===== config.mk =====
export PLATFORM = sky130hd
export DESIGN_NAME = aurora_in_fifo
export DESIGN_NICKNAME = d
export VERILOG_FILES = /design/src/rtl/aurora_in_fifo.sv
export SDC_FILE = /design/constraint.sdc
export NUM_CORES = 1
export LEC_CHECK = 0
export ABC_AREA = 1
export CORE_ASPECT_RATIO = 0.9
export CORE_MARGIN = 1.5
export CORE_UTILIZATION = 35
export DETAILED_ROUTE_END_ITERATION = 6
export DONT_BUFFER_PORTS = 1
export GPL_TIMING_DRIVEN = 1
export PLACE_DENSITY = 0.47
export SLEW_MARGIN = 20
export SYNTH_ARGS = -nofsm -noshare
export SYNTH_HDL_FRONTEND = slang
export SYNTH_SLANG_ARGS = --single-unit

===== constraint.sdc =====
create_clock -name clk -period 6.2 [get_ports clk]
set_input_delay 1.86 -clock clk [delete_from_list [all_inputs] [get_ports clk]]
set_output_delay 1.86 -clock clk [all_outputs]
set_load 0.02 [all_outputs]

===== src/rtl/aurora_in_fifo.sv =====
// Input staging FIFO ahead of the Aurora processor: valid/ready producer side,
// strobe-pop consumer side with a combinational head and a threshold interrupt.
module aurora_in_fifo #(
    parameter int NUBITS = 32,
    parameter int DEPTH  = 16,
    parameter int THRESH = 8
) (
    input  logic                       clk,
    input  logic                       rst,
    input  logic signed [NUBITS-1:0]   s_data,
    input  logic                       s_valid,
    output logic                       s_ready,
    input  logic                       req_in,
    output logic signed [NUBITS-1:0]   io_in,
    output logic                       itr,
    output logic [$clog2(DEPTH):0]     level,
    output logic                       ovf,
    output logic                       udf,
    input  logic                       clr_flags
);

    localparam int AW = $clog2(DEPTH);
    localparam int LW = AW + 1;
    localparam logic [LW-1:0] L_DEPTH  = LW'(DEPTH);
    localparam logic [LW-1:0] L_THRESH = LW'(THRESH);

    logic [NUBITS-1:0] r_mem [DEPTH];
    logic [AW-1:0]     r_wp;
    logic [AW-1:0]     r_rp;
    logic [LW-1:0]     r_level;
    logic              r_itr;
    logic              r_ovf;
    logic              r_udf;

    logic              w_full;
    logic              w_empty;
    logic              w_push;
    logic              w_pop;
    logic [LW-1:0]     w_level_next;

    // Occupancy is tracked separately from the pointers, so full and empty never alias.
    assign w_full  = (r_level == L_DEPTH);
    assign w_empty = (r_level == '0);
    assign w_push  = s_valid && !w_full;
    assign w_pop   = req_in && !w_empty;

    // NOTE: every output of a combinational block gets a default first, so no
    // path through it leaves a value held and no latch is inferred.
    always_comb begin
        w_level_next = r_level;
        unique case ({w_push, w_pop})
            2'b10:   w_level_next = r_level + LW'(1);
            2'b01:   w_level_next = r_level - LW'(1);
            default: w_level_next = r_level;
        endcase
    end

    // NOTE: sequential state uses non-blocking assignments so every register
    // samples pre-edge values regardless of statement order.
    always_ff @(posedge clk) begin
        if (rst) begin
            r_wp    <= '0;
            r_rp    <= '0;
            r_level <= '0;
            r_itr   <= 1'b0;
            r_ovf   <= 1'b0;
            r_udf   <= 1'b0;
        end else begin
            if (w_push) r_wp <= r_wp + AW'(1);
            if (w_pop)  r_rp <= r_rp + AW'(1);
            r_level <= w_level_next;
            r_itr   <= (w_level_next >= L_THRESH) && (r_level < L_THRESH);
            // A flag event in the same cycle as clr_flags keeps the flag set.
            r_ovf   <= (s_valid && w_full)  || (r_ovf && !clr_flags);
            r_udf   <= (req_in  && w_empty) || (r_udf && !clr_flags);
        end
    end

    // NOTE: the storage array has no reset; stale words are unreachable
    // because level and the pointers are reset.
    always_ff @(posedge clk) begin
        if (w_push && !rst) r_mem[r_wp] <= s_data;
    end

    assign s_ready = !w_full;
    assign io_in   = w_empty ? '0 : r_mem[r_rp];
    assign itr     = r_itr;
    assign level   = r_level;
    assign ovf     = r_ovf;
    assign udf     = r_udf;

endmodule


==> impl_metrics.sql <==
INSERT INTO impl_metrics (metric_group, metric, value, unit) VALUES
('placed_design', 'dpl.cell_count', '2360', ''),
('timing', 'max_slew.worst_pin.slew', '1.06', 'ns'),
('global_route', 'grt_usage', '17.3', '%'),
('cts', 'clock_tree.root_cell', 'sky130_fd_sc_hd__clkbuf_16', ''),
('timing', 'setup_total_negative_slack', '0', 'ns'),
('synthesis', 'mappedNetlistArea', '21500', 'sq um'),
('synthesis', 'asyncSetResetFlopFracSynth', '0', '%'),
('hold_path', 'holdPathStages', '2', ''),
('cts', 'cts.sinks', '532', ''),
('critical_path', 'crit_type', 'reg -> out', ''),
('pwr', 'irDropWorstVdd', '0.406', 'mV'),
('cts', 'maximum_clock_path_buffer_count', '3', ''),
('floorplanning', 'design.portCount', '78', ''),
('critical_path', 'path_cells', 'buf_12, a21oi_1, a32oi_1, nand2_1, nand2_1, nand2_1, a21oi_1', ''),
('floorplanning', 'die_extent_in_x', '264', 'microns'),
('timing', 'max_clock_freq', '194', 'MHz'),
('pwr', 'power.static_leakage', '7.94', 'nW'),
('critical_path', 'reg2reg_setup_slack', '2.97', 'ns'),
('pwr', 'power', '9.87', 'mW'),
('layout', 'antennaDiodeCount', '0', ''),
('cts', 'clk_transition_reported_paths', '0.06', 'ns'),
('layout', 'design_area', '24100', 'sq um'),
('routing', 'route.antenna.remaining_nets', '0', ''),
('critical_path', 'worstPathRequired', '4.34', 'ns'),
('synthesis', 'yosysWarningCount', '0', ''),
('cts', 'htreeDepth', '2', ''),
('global_route', 'grt_use_met1', '24.8', '%'),
('global_route', 'largest_net_degree_at_the_start_of_global_routing', '160', ''),
('synthesis', 'synth_seq_cells', '532', ''),
('placed_design', 'buffer_ports.inserted', '0', ''),
('routing', 'post_drt_via_cell_ratio', '5.18', ''),
('cts', 'number_of_buffers_added_by_the_clock_tree_synthesis_step', '57', ''),
('timing', 'final-hold-violation-count', '0', ''),
('routing', 'drtPass1Iterations', '5', ''),
('critical_path', 'critical_path.slowest_cell', 'sky130_fd_sc_hd__dfxtp_4', ''),
('synthesis', 'synth_sequential_area_ratio', '73.3', '%'),
('global_route', 'global_route_wire_length_before_repair', '81700', 'microns'),
('placed_design', 'last_weighted_congestion_value_of_the_routability_driven_placer', '0.738', ''),
('global_route', 'global_route.overflow_total', '0', ''),
('placed_design', 'pre_cts_ws', '1.64', 'ns'),
('critical_path', 'dominant_delay_contributor_by_cell_family_on_the_critical_path', 'compound AO/OA/AOI/OAI gates', ''),
('timing', 'report.final.setup_viol', '0', ''),
('run', 'max_cap_viol_count', '0', ''),
('synthesis', 'synthDistinctLibCells', '28', ''),
('placed_design', 'dpl.hpwl', '27300', 'microns'),
('run_status', 'status', 'finished clean', ''),
('placed_design', 'placed_area', '22400', 'sq um'),
('critical_path', 'cp.arrival', '3.31', 'ns'),
('global_route', 'grt_pass1_vias', '12497', ''),
('floorplanning', 'die-height', '238', 'microns'),
('timing', 'fin_worst_skew', '0.00934', 'ns'),
('timing', 'fin_crit', '5.17', 'ns'),
('synthesis', 'average_cell_area_after_synthesis', '13.1', 'sq um'),
('routing', 'post_detailed_route_wirelength_per_cell', '22.0', 'microns'),
('global_route', 'busiest_layer', 'met2', ''),
('layout', 'post-route-util', '39.5', '%'),
('pwr', 'power-per-cell-area', '409', 'nW/um^2'),
('layout', 'finalNonFillerCells', '2465', ''),
('critical_path', 'reg2reg_depth', '7', ''),
('routing', 'wl', '54300', 'microns'),
('floorplanning', 'initial_utilization', '35.3', '%'),
('critical_path', 'crit_path_max_fanout', '159', ''),
('hold_path', 'timing.hold.worst.class', 'reg -> reg', ''),
('routing', 'first_iter_violations', '973', ''),
('critical_path', 'critical_path.reg2reg.startpoint', 'level[2]', ''),
('cts', 'worstSkewPairLatency', '0.60', 'ns'),
('timing', 'timing.final.max_slew_violations', '0', ''),
('cts', 'postCtsSetupBuffers', '0', ''),
('global_route', 'grt.met3_usage', '3.91', '%'),
('timing', 'fin_crit_sh', '83.3', '%'),
('critical_path', 'cp_common_cell', 'sky130_fd_sc_hd__nand2_1', '');
[synth_stat cells (10+ instances only)]
cell type / n / area [sq um]
sky130_fd_sc_hd__o21bai_1: 66 / 495
sky130_fd_sc_hd__edfxtp_1: 512 / 15400
sky130_fd_sc_hd__buf_6: 11 / 124
sky130_fd_sc_hd__buf_1: 10 / 37.5
sky130_fd_sc_hd__a21oi_1: 109 / 546
sky130_fd_sc_hd__o21ai_0: 75 / 375
sky130_fd_sc_hd__o211ai_1: 65 / 488
sky130_fd_sc_hd__nand3_1: 104 / 521
sky130_fd_sc_hd__inv_1: 27 / 101
sky130_fd_sc_hd__o21a_1: 65 / 488
sky130_fd_sc_hd__nand2_1: 350 / 1310
sky130_fd_sc_hd__nor2_1: 85 / 319
sky130_fd_sc_hd__a32oi_1: 31 / 272
sky130_fd_sc_hd__clkbuf_1: 33 / 124
sky130_fd_sc_hd__buf_2: 46 / 230
sky130_fd_sc_hd__dfxtp_1: 20 / 400
[logic make-up (layout without fill, tap and decap cells)]
group	Yosys count	count (layout)	share of synthesized area, %
and+or+nand+nor	550	550	10.3
DFF	532	532	73.3
AOI/OAI and AO/OA	412	412	12.4
buffers and inverters	138	166	3.26
adders and majority gates	8	8	0.465
xor gates and xnor gates	5	5	0.204
[registers in the layout, summed over array words and instances, names as in the netlist, named ones only]
name	flops
ovf	1
level	5
itr	1
r_mem	512
r_rp	4
udf	1
r_wp	4
[how the worst max path moves through the flow]
| stage | start | to | slack [ns] | cells past startpoint |
|---|---|---|---|---|
| global placement | register | io_in[2] | 1.70 | 7 |
| detailed placement | register | io_in[2] | 1.64 | 7 |
| CTS | register | io_in[2] | 1.0 | 7 |
| floorplan | s_valid | r_mem[5][0] | 1.27 | 4 |
| finish | register | io_in[2] | 1.03 | 7 |
| global route | register | io_in[2] | 0.76 | 7 |
[final cells by class]
class | instances | area, sq um
well taps | 792 | 991
repair buffers | 33 | 343
fillers | 5647 | 36900
flip-flops and latches | 532 | 15800
clock buffers | 69 | 1470
multi-input cells | 975 | 5140
clock inverters | 35 | 280
inverters | 29 | 114
[layer usage]
layer	vias to the layer above	wire, microns
met3	77	3100
met5	-	0
met4	0	1040
met2	252	24200
met1	6430	26000
li1	6016	-
[power breakdown]
part / switching, mW / leakage [nW] / total (mW) / internal (mW)
registers: 0.168 / 4.78 / 4.19 / 4.02
clock network: 1.37 / 0.860 / 3.25 / 1.88
logic: 1.68 / 2.30 / 2.43 / 0.749
[worst min-delay path: cells and delay by family (launching register included)]
kind | cells | cell delay [ns]
DFF | 1 | 0.32
and+or+nand+nor | 1 | 0.06
AOI/OAI and AO/OA | 1 | 0.07
Note: power is estimated with default switching activity, not from simulation.
